--- config.mk ---
export PLATFORM = sky130hd
export DESIGN_NAME = ramb_s16_nibble_reader
export DESIGN_NICKNAME = d
export VERILOG_FILES = /design/src/rtl/ramb_s16_nibble_reader.sv
export SDC_FILE = /design/constraint.sdc
export NUM_CORES = 1
export LEC_CHECK = 0
export ABC_CLOCK_PERIOD_IN_PS = 5700
export CAP_MARGIN = 10
export CORE_ASPECT_RATIO = 1.1
export CORE_MARGIN = 2
export CORE_UTILIZATION = 29
export CTS_BUF_LIST = sky130_fd_sc_hd__clkbuf_8
export DETAILED_ROUTE_END_ITERATION = 7
export HOLD_SLACK_MARGIN = 0.05
export PLACE_DENSITY = 0.59
export SLEW_MARGIN = 20
export SYNTH_ARGS = -nofsm -noshare
export SYNTH_HDL_FRONTEND = slang
export SYNTH_SLANG_ARGS = --single-unit
--- constraint.sdc ---
create_clock -name CLKA -period 5.7 [get_ports CLKA]
set_clock_uncertainty 0.05 [all_clocks]
set_input_delay 1.14 -clock CLKA [delete_from_list [all_inputs] [get_ports CLKA]]
set_output_delay 1.14 -clock CLKA [all_outputs]
set_load 0.01 [all_outputs]
--- src/rtl/ramb_s16_nibble_reader.sv ---
`default_nettype none
// ============================================================================
// ramb_s16_nibble_reader : reads 16-bit words from the RAM B port and streams
//                          them out as LSB-first nibbles over valid/ready.
// Revision: 1.0
// ============================================================================
module ramb_s16_nibble_reader #(
  parameter int ADDR_W = 8,
  parameter int LEN_W  = 9
) (
  input  logic              CLKA,
  input  logic              RSTB,
  input  logic              START,
  input  logic [ADDR_W-1:0] BASE,
  input  logic [LEN_W-1:0]  LEN,
  output logic              BUSY,
  output logic              DONE,
  output logic [ADDR_W-1:0] ADDRB,
  output logic              ENB,
  output logic              WEB,
  input  logic [15:0]       DOB,
  output logic [3:0]        NIB,
  output logic              NIB_VALID,
  input  logic              NIB_READY
);

  typedef enum logic [2:0] {
    IDLE = 3'd0,
    RD   = 3'd1,
    CAP  = 3'd2,
    OUT  = 3'd3,
    FIN  = 3'd4
  } state_t;

  state_t            state;
  state_t            state_next;
  logic [ADDR_W-1:0] addr;
  logic [LEN_W-1:0]  remaining;
  logic [15:0]       shreg;
  logic [1:0]        nib_cnt;
  logic              nib_take;
  logic              last_nib;

  assign nib_take = (state == OUT) && NIB_READY;
  assign last_nib = nib_take && (nib_cnt == 2'd3);

  always_ff @(posedge CLKA) begin
    if (RSTB) begin
      state <= IDLE;
    end else begin
      state <= state_next;
    end
  end

  always_comb begin
    state_next = state;
    unique case (state)
      IDLE: begin
        if (START) begin
          state_next = (LEN == '0) ? FIN : RD;
        end
      end
      RD:  state_next = CAP;
      CAP: state_next = OUT;
      OUT: begin
        if (last_nib) begin
          state_next = (remaining != '0) ? RD : FIN;
        end
      end
      FIN:     state_next = IDLE;
      default: state_next = IDLE;
    endcase
  end

  // remaining is decremented when a word is captured, so it already counts
  // the words still to fetch once the current word drains.
  always_ff @(posedge CLKA) begin
    if (RSTB) begin
      addr      <= '0;
      remaining <= '0;
      shreg     <= '0;
      nib_cnt   <= '0;
    end else begin
      unique case (state)
        IDLE: begin
          if (START) begin
            addr      <= BASE;
            remaining <= LEN;
          end
        end
        CAP: begin
          shreg     <= DOB;
          nib_cnt   <= '0;
          remaining <= remaining - LEN_W'(1);
        end
        OUT: begin
          if (nib_take) begin
            shreg   <= shreg >> 4;
            nib_cnt <= nib_cnt + 2'd1;
            if (last_nib && (remaining != '0)) begin
              addr <= addr + ADDR_W'(1);
            end
          end
        end
        default: begin
        end
      endcase
    end
  end

  assign BUSY      = (state != IDLE);
  assign DONE      = (state == FIN);
  assign ENB       = (state == RD);
  assign WEB       = 1'b0;
  assign ADDRB     = addr;
  assign NIB       = shreg[3:0];
  assign NIB_VALID = (state == OUT);

endmodule
`default_nettype wire

Word-level counts from Yosys, hierarchy flattened --
Index checks and enable logic that the tools add are counted.
Word-level totals: register bits 38, latch bits 0, RAM bits 0, bits in read-only memories 0, input bits 37, output and inout port bits 17, word-level logic and storage cells 46, memories kept 0
Operators by class: add/sub/neg operators 3, multiply operators 0, divide/modulo/power cells 0, $lt $le $gt $ge 0, equality and inequality tests 9, shift-type cells 0, muxes and demuxes 15, bitwise logic cells 0, reductions and logical operators 14
Operator list (number):
- $pmux W16 S2 | 1
- $mux W8 | 3
- $pmux W9 S2 | 1
- $mux W16 | 1
- $pmux W8 S2 | 1
- $mux W3 | 4
- $pmux W3 S4 | 1
- $logic_not A9 Y1 | 1
- $mux W9 | 1
- $reduce_bool A9 Y1 | 1
- $sub A9 B1 Y9 const B | 1
- $add A8 B1 Y8 const B | 1
- $eq A3 B2 Y1 const B | 2
- $ne A2 B1 Y1 const B | 3
- $reduce_and A2 Y1 | 3
- $reduce_bool A2 Y1 | 3
- $pmux W2 S2 | 1
- $reduce_and A4 Y1 | 1
- $eq A3 B1 Y1 const B | 1
- $eq A3 B3 Y1 const B | 1
- $logic_and A1 B1 Y1 | 3
- $logic_not A3 Y1 | 1
- $reduce_bool A3 Y1 | 1
- $add A2 B1 Y2 const B | 1
- other kinds (3) | 3

Longest topological paths before layout --
Gate-level depths: netlist of the first run.
word-level depth 7, depth in mapped cells 8, gate-level depth less buffers 6

Worst setup path after synthesis of the first run --
Ideal clock, no wire load.
path type input port to flip-flop, start input port START, end register addr[2] (netlist: ADDRB[2]), library setup time 0.117 ns, arrival time 2.275 ns, data required time 5.533 ns, setup slack 3.258 ns, stages on the path 4, buffers on the path 0, cell sequence or3b_2 a21oi_1 o211ai_1 a32o_1
Between the ends: cells in the longest elaborated chain, start to end 2
Ends and longest elaborated chain:
- start: declaration | RTL line 13 | input logic START,
- $ne A2 B2 Y1 (no line)
- $reduce_and A4 Y1 (no line)
- end signal: assignment | RTL line 101 | addr <= addr + ADDR_W'(1);
- end: declaration | RTL line 37 | logic [ADDR_W-1:0] addr;
Every way passes these cells. A chain may end at the register's enable or synchronous reset.

Worst setup path after layout of the first run --
start register state[0], end output port NIB_VALID
Between the ends: cells in the longest elaborated chain, start to end 1
Ends and longest elaborated chain:
- start: declaration | RTL line 35 | state_t state;
- start signal: assignment | RTL line 51 | state <= state_next;
- $eq A3 B2 Y1 | RTL line 117 | assign NIB_VALID = (state == OUT);
- end: declaration | RTL line 23 | output logic NIB_VALID,
Every way passes these cells.

==> flow_metrics.py, run 1 <==
metrics = {
    "cells_and_area": {
        "synthToLayoutAreaGrowth_pct": 29.4,
        "num-nets-final": 339,
        "post-route-util": 0.387,
        "num_antenna_cells": 0,
        "layout-drive-gt1-share": 0.0800,
    },
    "route": {
        "wirelength_um": 5400,
        "ant_nets": 0,
        "drc_viols": 0,
        "first_pass_iters": 5,
        "dr.first_iter.drc_count": 88,
        "route.vias.total": 2035,
        "avgRoutedWirePerCell_um": 14.0,
        "post_drt_via_cell_ratio": 5.29,
    },
    "yosys": {
        "synth_fp_nets": 302,
        "syn_area_mm2": 0.00209,
        "synthesis.instances": 262,
        "synth_edf_count": 0,
        "ys_dominant_reg_cell": "sky130_fd_sc_hd__dfxtp_1",
        "synth_seq_area_share": 0.363,
        "yosysWarningCount": 0,
        "synth_async_sr_flop_share": 0,
        "count_of_distinct_cell_types_in_the_synthesized_netlist": 53,
        "yosys_register_bits": 38,
        "post_synth.cell_area_avg_um2": 7.99,
    },
    "worst_setup_path": {
        "critPathLaunchType": "flip-flop",
        "critical_path_class": "reg -> out",
        "cp.arrival_ns": 2.61,
        "critical_path.reg2reg.endpoint": "remaining[7]",
        "critical-path-slowest-cell": "sky130_fd_sc_hd__clkdlybuf4s50_1",
        "critical_r2r_launch": "state[1]",
        "worst_path_largest_cell_delay_ns": 0.67,
        "required_arrival_time_at_the_worst_endpoint_ns": 4.51,
        "worstSetupEndpointType": "primary output",
        "timing.critical_path.cells": "nand3b_1 -> buf_4 -> inv_1 -> clkdlybuf4s50_1",
        "worstPathMaxFanout": 29,
        "crit_family": "buffers and inverters",
        "worstRegToRegCells": 4,
        "r2r_setup_slack_ns": 3.34,
        "buf_inv_on_cp": 3,
    },
    "placement": {
        "dp.final_hpwl_um": 3700,
        "port-buffer-count": 52,
        "globalplace.congestion": 0.805,
    },
    "clock_network": {
        "tritoncts_num_sinks": 38,
        "clock_tree.htree_level_count": 2,
        "postCtsSetupRepairBufs": 0,
        "numCtsBuffers": 5,
        "cts_hold_buffers": 0,
        "ctsRootBufferMaster": "sky130_fd_sc_hd__clkbuf_8",
        "clkLatencyLatePin_ns": 0.30,
        "cts-root-to-sink-buffers": 2,
        "tritoncts_clock_tree": "yes",
        "path_clk_slew_ns": 0.09,
        "cts_resized": 0,
    },
    "floorplanning": {
        "fp.dieW_um": 85.0,
        "die_area_mm2": 0.00791,
        "num_io_pins": 54,
        "die_y_um": 93.1,
        "core-area_mm2": 0.00701,
        "rows": 32,
        "effective_utilization_at_floorplan": 0.299,
    },
    "grt": {
        "grt.total_usage": 0.133,
        "number_of_global_route_vias_before_repair": 1747,
        "grt_start_max_net_pins": 38,
        "overflow": 0,
        "grt_pass1_wl_um": 8540,
        "antenna_found_initial": 0,
    },
    "run_status": {
        "outcome": "finished clean",
    },
    "sta": {
        "fin_crit_ns": 3.80,
        "setup_tns_ns": 0,
        "worst_slew_pin_slew_ns": 0.999,
        "count_of_endpoints_failing_setup_in_the_final_report": 0,
        "pins_over_their_slew_limit": 0,
        "timing.fmax_mhz": 263,
        "finalHoldViolCount": 0,
        "grt_setup_unrepaired": "no",
        "min_period_over_period": 0.667,
        "timing.max_slew.rel_slack": 0.334,
    },
    "power_and_ir_drop": {
        "power.leakage_nw": 0.967,
        "power_density_mw_per_mm2": 322,
        "vdd_ir_drop_max_v": 0.000157,
        "report.power.total_mw": 0.872,
    },
    "worst_hold_path": {
        "worstHoldPathType": "reg -> reg",
        "holdPathStages": 2,
        "holdCritStartpoint": "shreg[10]",
        "min_to": "shreg[6]",
    },
    "flow_run": {
        "drv.max_cap_violation_count": 0,
    },
}
==> synth_stat cells (2+ instances only) <==
| cell type | instances | area (um^2) |
|---|---|---|
| sky130_fd_sc_hd__nand2_1 | 44 | 165 |
| sky130_fd_sc_hd__dfxtp_1 | 38 | 761 |
| sky130_fd_sc_hd__nor2_1 | 29 | 109 |
| sky130_fd_sc_hd__a21oi_1 | 14 | 70.1 |
| sky130_fd_sc_hd__a311oi_1 | 14 | 123 |
| sky130_fd_sc_hd__clkbuf_1 | 10 | 37.5 |
| sky130_fd_sc_hd__nand3_1 | 8 | 40.0 |
| sky130_fd_sc_hd__nor3_1 | 7 | 35.0 |
| sky130_fd_sc_hd__a31oi_1 | 6 | 37.5 |
| sky130_fd_sc_hd__inv_1 | 6 | 22.5 |
| sky130_fd_sc_hd__a22oi_1 | 5 | 37.5 |
| sky130_fd_sc_hd__buf_4 | 5 | 37.5 |
| sky130_fd_sc_hd__nor3b_1 | 4 | 30.0 |
| sky130_fd_sc_hd__a2bb2oi_1 | 3 | 26.3 |
| sky130_fd_sc_hd__buf_1 | 3 | 11.3 |
| sky130_fd_sc_hd__buf_2 | 3 | 15.0 |
| sky130_fd_sc_hd__ha_1 | 3 | 37.5 |
| sky130_fd_sc_hd__nand4_1 | 3 | 18.8 |
| sky130_fd_sc_hd__nor4_1 | 3 | 18.8 |
| sky130_fd_sc_hd__o21ai_0 | 3 | 15.0 |
| sky130_fd_sc_hd__o311ai_0 | 3 | 26.3 |
| sky130_fd_sc_hd__o32ai_1 | 3 | 26.3 |
| sky130_fd_sc_hd__or4_1 | 3 | 22.5 |
| sky130_fd_sc_hd__a211oi_1 | 2 | 15.0 |
| sky130_fd_sc_hd__a21o_1 | 2 | 15.0 |
| sky130_fd_sc_hd__a221oi_1 | 2 | 17.5 |
| sky130_fd_sc_hd__a31o_2 | 2 | 17.5 |
| sky130_fd_sc_hd__and3_1 | 2 | 12.5 |
| sky130_fd_sc_hd__buf_6 | 2 | 22.5 |
| sky130_fd_sc_hd__clkbuf_8 | 2 | 27.5 |
| sky130_fd_sc_hd__mux2_2 | 2 | 22.5 |
| sky130_fd_sc_hd__nand2b_1 | 2 | 12.5 |
| sky130_fd_sc_hd__nand3b_1 | 2 | 15.0 |
| sky130_fd_sc_hd__o211ai_1 | 2 | 15.0 |
| sky130_fd_sc_hd__or3b_2 | 2 | 17.5 |
==> worst reg2reg max path: cells and delay by family (launching register included) <==
family / cells / cell delay (ns)
compound gates: 1 / 0.15
mux: 1 / 0.40
simple gates: 2 / 1.08
flops: 1 / 0.63
==> flip-flops by register name (all words and copies together) (netlist names) <==
name and cells:
ADDRB 8, state 3, nib_cnt 2, shreg 16, remaining 9
==> metrics by stage <==
| stage | worst slack, ns | hold WS, ns | instance area [um^2] | std cells |
|---|---|---|---|---|
| floorplan | 3.26 | 0.386 | 2090 | 262 |
| CTS | 1.93 | 0.418 | 2710 | 385 |
| detailed placement | 2.26 | 0.403 | 2590 | 377 |
| global placement | 2.27 | 0.398 | 2590 | 377 |
| global route | 1.75 | 0.450 | 2710 | 385 |
| finish | 1.90 | 0.416 | 2710 | 385 |
==> layout make-up <==
class                      count  area (um^2)
clock buffer                   5         68.8
clock inverter                 3         45.0
fill                         714         4300
inverter                       6         22.5
multi-input combinational    193         1160
sequential                    38          761
tap                           85          106
timing repair buffer          55          543
==> power breakdown <==
part           switching, mW  internal [mW]
logic                  0.139          0.140
clock network          0.106          0.130
registers             0.0480          0.309
total                  0.293          0.579
==> cells by family after synthesis <==
group                      count (synthesis)  synth area share
buffers and inverters                     31            0.0831
and+or+nand+nor                          118             0.278
adders and majority gates                  3            0.0179
muxes                                      2            0.0108
DFF                                       38             0.363
AOI/OAI and AO/OA                         69             0.245
other                                      1           0.00179
==> layout by cell type (no fill, tap or decap), drive strengths merged, types with 6 or more instances in the layout <==
cell type / count
a21oi: 14
a311oi: 14
a31oi: 6
clkdlybuf4s50: 52
dfxtp: 38
inv: 6
nand2: 44
nand3: 8
nor2: 29
nor3: 7
==> how the worst max path moves through the flow <==
stage | from | end | slack [ns] | cells after the start
final | state[0] | NIB_VALID | 1.90 | 4
after global routing | state[0] | NIB_VALID | 1.75 | 4
after CTS | state[0] | NIB_VALID | 1.93 | 4
after detailed placement | state[0] | NIB_VALID | 2.26 | 4
after global placement | state[0] | NIB_VALID | 2.27 | 4
after floorplan | START | ADDRB[2] | 3.26 | 4
==> metal layers <==
metal  part of all wire  vias up  global-route usage  routed length (um)
li1                   -     1038                   -                   -
met1               0.50      945               0.183                2680
met2               0.44       47               0.205                2400
met3              0.052        5              0.0388                 278
met4             0.0080        0              0.0278                  43
met5                  0        -                   0                   0
Power figures use the tool's default switching activity.
==> inputs of run 2 (changes only) <==
--- a/config.mk
+++ b/config.mk
@@ -5,7 +5,7 @@
 export SDC_FILE = /design/constraint.sdc
 export NUM_CORES = 1
 export LEC_CHECK = 0
-export ABC_CLOCK_PERIOD_IN_PS = 5700
+export ABC_CLOCK_PERIOD_IN_PS = 3800
 export CAP_MARGIN = 10
 export CORE_ASPECT_RATIO = 1.1
 export CORE_MARGIN = 2
==> constraint.sdc (replaced) <==
create_clock -name CLKA -period 3.8 [get_ports CLKA]
set_clock_uncertainty 0.05 [all_clocks]
set_input_delay 0.76 -clock CLKA [delete_from_list [all_inputs] [get_ports CLKA]]
set_output_delay 0.76 -clock CLKA [all_outputs]
set_load 0.01 [all_outputs]
==> run 2 against run 1 <==
Net effect:
- clock power increased by 78%
- first-iteration DRC count rose by 10%
- setup slack worse by 0.74 ns
- non-clock buffer count increased by 2
- largest cell class unchanged
- flip-flop and latch count is the same
- final cell count increased by 0.52%
- via count decreased by 0.64%
- core utilization is 0.55 points higher
- highest routed layer unchanged
==> flow_metrics.py, run 2 (synthesis results as in run 1) <==
metrics = {
    "run_status": {
        "outcome": "finished clean",
    },
    "floorplanning": {
        "die_area_mm2": 0.00791,
        "fp.dieW_um": 85.0,
        "die_y_um": 93.1,
        "effective_utilization_at_floorplan": 0.299,
        "num_io_pins": 54,
        "core-area_mm2": 0.00701,
        "rows": 32,
    },
    "placement": {
        "dp.final_hpwl_um": 3790,
        "port-buffer-count": 52,
        "placed_area_mm2": 0.00261,
        "globalplace.congestion": 0.804,
        "place_inst": 379,
    },
    "flow_run": {
        "drv.max_cap_violation_count": 0,
    },
    "grt": {
        "grt_start_max_net_pins": 32,
        "grt.total_usage": 0.137,
        "grt_pass1_wl_um": 8830,
        "number_of_global_route_vias_before_repair": 1828,
        "antenna_found_initial": 0,
        "overflow": 0,
    },
    "route": {
        "drc_viols": 0,
        "avgRoutedWirePerCell_um": 13.9,
        "dr.first_iter.drc_count": 97,
        "ant_nets": 0,
        "first_pass_iters": 4,
        "route.vias.total": 2022,
        "wirelength_um": 5380,
        "post_drt_via_cell_ratio": 5.22,
    },
    "worst_hold_path": {
        "worstHoldPathType": "reg -> reg",
        "holdPathStages": 2,
        "holdCritStartpoint": "nib_cnt[1]",
        "min_to": "nib_cnt[1]",
    },
    "cells_and_area": {
        "largest_reg_flops": 16,
        "synthToLayoutAreaGrowth_pct": 31.3,
        "mostFrequentLayoutCell": "sky130_fd_sc_hd__clkdlybuf4s50_1",
        "n_fill_cell": 723,
        "design_area_mm2": 0.00275,
        "layout-drive-gt1-share": 0.0861,
        "layout.cells.most_common_list": "52 x sky130_fd_sc_hd__clkdlybuf4s50_1, 44 x sky130_fd_sc_hd__nand2_1, 38 x sky130_fd_sc_hd__dfxtp_1, 29 x sky130_fd_sc_hd__nor2_1, 14 x sky130_fd_sc_hd__a311oi_1",
        "top_register": "shreg",
        "num_antenna_cells": 0,
        "final_cells": 387,
        "num-nets-final": 341,
    },
    "sta": {
        "grt_setup_unrepaired": "no",
        "fin_crit_ns": 2.64,
        "finalHoldViolCount": 0,
        "timing.fmax_mhz": 379,
        "worst_slew_pin_slew_ns": 0.997,
        "pins_over_their_slew_limit": 0,
        "timing.max_slew.rel_slack": 0.335,
        "count_of_endpoints_failing_setup_in_the_final_report": 0,
        "setup_tns_ns": 0,
        "min_period_over_period": 0.695,
    },
    "clock_network": {
        "postCtsSetupRepairBufs": 0,
        "cts_resized": 0,
        "cts-root-to-sink-buffers": 2,
        "tritoncts_num_sinks": 38,
        "path_clk_slew_ns": 0.07,
        "tritoncts_clock_tree": "yes",
        "cts_hold_buffers": 0,
        "clock_tree.htree_level_count": 2,
        "numCtsBuffers": 5,
        "ctsRootBufferMaster": "sky130_fd_sc_hd__clkbuf_8",
        "clkLatencyLatePin_ns": 0.29,
    },
    "worst_setup_path": {
        "critical_path_class": "reg -> out",
        "critical-path-slowest-cell": "sky130_fd_sc_hd__dfxtp_1",
        "buf_inv_on_cp": 1,
        "worst_path_largest_cell_delay_ns": 0.67,
        "critPathLaunchType": "flip-flop",
        "required_arrival_time_at_the_worst_endpoint_ns": 2.99,
        "critical_path.reg2reg.endpoint": "ADDRB[4]",
        "timing.critical_path.cells": "nor3b_1 -> clkdlybuf4s50_1",
        "worstPathMaxFanout": 18,
        "worstSetupEndpointType": "primary output",
        "cp.arrival_ns": 1.83,
        "critical_r2r_launch": "remaining[0]",
        "worstRegToRegCells": 6,
        "r2r_setup_slack_ns": 1.49,
        "crit_family": "flip-flops",
    },
    "power_and_ir_drop": {
        "power.leakage_nw": 0.996,
        "vdd_ir_drop_max_v": 0.000242,
        "power_density_mw_per_mm2": 501,
    },
}
[run 2: worst max path at each step]
stage / startpoint / slack [ns] / to / cells past startpoint
2_1_floorplan: remaining[0] / 1.74 / ADDRB[7] / 8
3_3_place_gp: START / 1.02 / ADDRB[4] / 5
3_5_place_dp: START / 0.98 / ADDRB[4] / 5
4_1_cts: state[0] / 1.13 / ENB / 2
5_1_grt: state[0] / 0.96 / ENB / 2
6_report: state[0] / 1.16 / ENB / 2
[run 2: cell type report]
class                   instances  area [um^2]  share of cell area
multi-input cells             193         1160               0.423
flip-flops and latches         38          761               0.277
repair buffers                 57          558               0.203
well taps                      85          106              0.0387
clock buffers                   5         68.8              0.0250
clock inverters                 3         68.8              0.0250
inverters                       6         22.5             0.00820
[run 2: tightest hold or removal path, delay by kind of cell, from the launching register on]
kind	cells	cell delay, ns
flip-flops	1	0.32
AND/OR/NAND/NOR	1	0.05
AO/OA/AOI/OAI	1	0.05
[run 2: through the flow]
| stage | power [mW] | setup slack [ns] | utilization | hold WS [ns] |
|---|---|---|---|---|
| after global placement | 0.962 | 1.02 | 0.373 | 0.395 |
| final | 1.38 | 1.16 | 0.392 | 0.409 |
| after CTS | 1.39 | 1.13 | 0.392 | 0.415 |
| after floorplan | 0.827 | 1.74 | - | 0.386 |
| after detailed placement | 0.968 | 0.975 | 0.373 | 0.406 |
| after global routing | 1.46 | 0.964 | 0.392 | 0.437 |
[run 2: layer usage]
| layer | global-route usage | vias up | part of all wire |
|---|---|---|---|
| li1 | - | 1043 | - |
| met4 | 0.0437 | 0 | 0.010 |
| met3 | 0.0335 | 6 | 0.057 |
| met5 | 0 | - | 0 |
| met1 | 0.192 | 921 | 0.49 |
| met2 | 0.206 | 52 | 0.44 |
[run 2: report_power, final]
| group | leakage (nW) | internal [mW] | switching [mW] |
|---|---|---|---|
| Sequential | 0.312 | 0.463 | 0.0726 |
| Combinational | 0.616 | 0.213 | 0.208 |
| Clock | 0.0683 | 0.263 | 0.157 |
==> inputs of run 3 (changes only) <==
--- a/config.mk
+++ b/config.mk
@@ -5,7 +5,7 @@
 export SDC_FILE = /design/constraint.sdc
 export NUM_CORES = 1
 export LEC_CHECK = 0
-export ABC_CLOCK_PERIOD_IN_PS = 3800
+export ABC_CLOCK_PERIOD_IN_PS = 2200
 export CAP_MARGIN = 10
 export CORE_ASPECT_RATIO = 1.1
 export CORE_MARGIN = 2
@@ -13,7 +13,7 @@
 export CTS_BUF_LIST = sky130_fd_sc_hd__clkbuf_8
 export DETAILED_ROUTE_END_ITERATION = 7
 export HOLD_SLACK_MARGIN = 0.05
-export PLACE_DENSITY = 0.59
+export PLACE_DENSITY = 0.61
 export SLEW_MARGIN = 20
 export SYNTH_ARGS = -nofsm -noshare
 export SYNTH_HDL_FRONTEND = slang
==> constraint.sdc (replaced) <==
create_clock -name CLKA -period 2.2 [get_ports CLKA]
set_clock_uncertainty 0.05 [all_clocks]
set_input_delay 0.44 -clock CLKA [delete_from_list [all_inputs] [get_ports CLKA]]
set_output_delay 0.44 -clock CLKA [all_outputs]
set_load 0.01 [all_outputs]
==> run 3 against run 2 <==
Net effect:
- non-clock buffer count rose by 16
- count of clock-buffer cells in the layout did not move
- final cell count rose by 4.1%
- combinational power rose by 100%
- cell area rose by 5.5%
- sequential share of layout area fell by 1.4 points
- hold slack improved by 0.0077 ns
- first-iteration DRC count fell by 2.1%
- global-route usage rose by 0.17 points
- die area did not move
- sequential power rose by 68%
- via count rose by 5.7%
- highest routed layer unchanged
==> flow_metrics.py, run 3 (synthesis results as in run 1) <==
metrics = {
    "run_status": {
        "outcome": "finished clean",
    },
    "worst_setup_path": {
        "critical_path_class": "reg -> out",
        "critical-path-slowest-cell": "sky130_fd_sc_hd__clkdlybuf4s50_1",
        "crit_path_start": "state[0]",
        "worst_path_largest_cell_delay_ns": 0.53,
        "buf_inv_on_cp": 3,
        "cp.arrival_ns": 1.61,
        "worstSetupEndpointType": "primary output",
        "critPathLaunchType": "flip-flop",
        "required_arrival_time_at_the_worst_endpoint_ns": 1.71,
        "timing.critical_path.cells": "buf_4 -> nand3b_1 -> inv_1 -> clkdlybuf4s50_1",
        "critical_r2r_launch": "remaining[1]",
        "worstPathMaxFanout": 7,
        "crit_family": "buffers and inverters",
    },
    "route": {
        "avgRoutedWirePerCell_um": 13.8,
        "first_pass_iters": 4,
        "drc_viols": 0,
        "wirelength_um": 5570,
        "dr.first_iter.drc_count": 95,
        "ant_nets": 0,
        "route.vias.total": 2137,
        "post_drt_via_cell_ratio": 5.30,
    },
    "sta": {
        "setup_tns_ns": 0,
        "fin_crit_ns": 2.10,
        "grt_setup_unrepaired": "no",
        "finalHoldViolCount": 0,
        "setup_slack_ns": 0.103,
        "pins_over_their_slew_limit": 0,
        "count_of_endpoints_failing_setup_in_the_final_report": 0,
        "min_period_over_period": 0.953,
        "finalHoldWorstSlack_ns": 0.417,
        "timing.fmax_mhz": 477,
    },
    "worst_hold_path": {
        "holdCritStartpoint": "nib_cnt[1]",
        "worstHoldPathType": "reg -> reg",
    },
    "cells_and_area": {
        "layout.cells.most_common_list": "50 x sky130_fd_sc_hd__clkdlybuf4s50_1, 44 x sky130_fd_sc_hd__nand2_1, 37 x sky130_fd_sc_hd__dfxtp_1, 29 x sky130_fd_sc_hd__nor2_1, 20 x sky130_fd_sc_hd__buf_4",
        "largest_reg_flops": 16,
        "num_antenna_cells": 0,
        "synthToLayoutAreaGrowth_pct": 38.4,
        "layout-drive-gt1-share": 0.142,
        "num-nets-final": 357,
        "mostFrequentLayoutCell": "sky130_fd_sc_hd__clkdlybuf4s50_1",
        "top_register": "shreg",
    },
    "floorplanning": {
        "effective_utilization_at_floorplan": 0.299,
        "die_area_mm2": 0.00791,
        "rows": 32,
        "core-area_mm2": 0.00701,
        "fp.dieW_um": 85.0,
        "num_io_pins": 54,
        "die_y_um": 93.1,
    },
    "flow_run": {
        "drv.max_cap_violation_count": 0,
    },
    "power_and_ir_drop": {
        "power.leakage_nw": 1.11,
        "power_density_mw_per_mm2": 857,
        "vdd_ir_drop_max_v": 0.000415,
    },
    "grt": {
        "grt_pass1_wl_um": 8780,
        "overflow": 0,
        "grt_start_max_net_pins": 33,
        "number_of_global_route_vias_before_repair": 1864,
        "antenna_found_initial": 0,
        "grt.total_usage": 0.139,
    },
    "clock_network": {
        "cts-root-to-sink-buffers": 2,
        "tritoncts_num_sinks": 38,
        "ctsRootBufferMaster": "sky130_fd_sc_hd__clkbuf_8",
        "tritoncts_clock_tree": "yes",
        "numCtsBuffers": 5,
        "clock_tree.htree_level_count": 2,
        "path_clk_slew_ns": 0.08,
        "clkLatencyLatePin_ns": 0.30,
    },
    "placement": {
        "globalplace.congestion": 0.877,
        "port-buffer-count": 52,
        "preCtsSetupSlack_ns": -0.0980,
        "dp.final_hpwl_um": 4070,
    },
}
==> run 3: layout make-up <==
cell class | instances | area [um^2]
timing repair buffer | 73 | 692
clock inverter | 3 | 68.8
tap | 85 | 106
clock buffer | 5 | 68.8
sequential | 38 | 762
inverter | 6 | 22.5
multi-input combinational | 193 | 1180
fill | 718 | 4110
==> run 3: stage by stage <==
stage | util | cell area [um^2] | power [mW] | instances
after floorplan | - | 2090 | 1.43 | 262
after detailed placement | 0.390 | 2740 | 1.76 | 394
after global routing | 0.414 | 2900 | 2.64 | 403
after global placement | 0.390 | 2740 | 1.75 | 394
final | 0.414 | 2900 | 2.48 | 403
after CTS | 0.412 | 2890 | 2.51 | 403
==> run 3: routing by layer <==
layer  wire length, um  up-vias  track usage
li1                  -     1078            -
met1              2630      992        0.183
met2              2510       60        0.213
met3               345        7       0.0388
met4                85        0       0.0542
met5                 0        -            0
==> run 3: worst reg2reg max path: stages (launching register included) <==
cell	delay, ns
sky130_fd_sc_hd__dfxtp_1	0.34
sky130_fd_sc_hd__inv_1	0.06
sky130_fd_sc_hd__ha_1	0.15
sky130_fd_sc_hd__or4b_1	0.47
sky130_fd_sc_hd__or4_4	0.56
sky130_fd_sc_hd__and3_1	0.18
sky130_fd_sc_hd__o32ai_1	0.12
==> run 3: power breakdown <==
group	switching (mW)	internal, mW
clock network	0.274	0.455
registers	0.0982	0.800
logic	0.411	0.445
total	0.783	1.70
==> run 3: final timing paths <==
kind	to	slack (ns)	depth (start not counted)
max	NIB_VALID	0.10	4
min	nib_cnt[1]	0.42	2
max reg2reg	ADDRB[7]	0.18	6
min reg2reg	nib_cnt[1]	0.42	2
==> run 3: timing repair <==
action | in CTS | in global routing
gates resized for setup | 3 | 3
buffers inserted | 1 | 0
endpoints found under the setup margin | 3 | 4
endpoints found under the hold margin | 0 | 0
hold buffers | 0 | 0
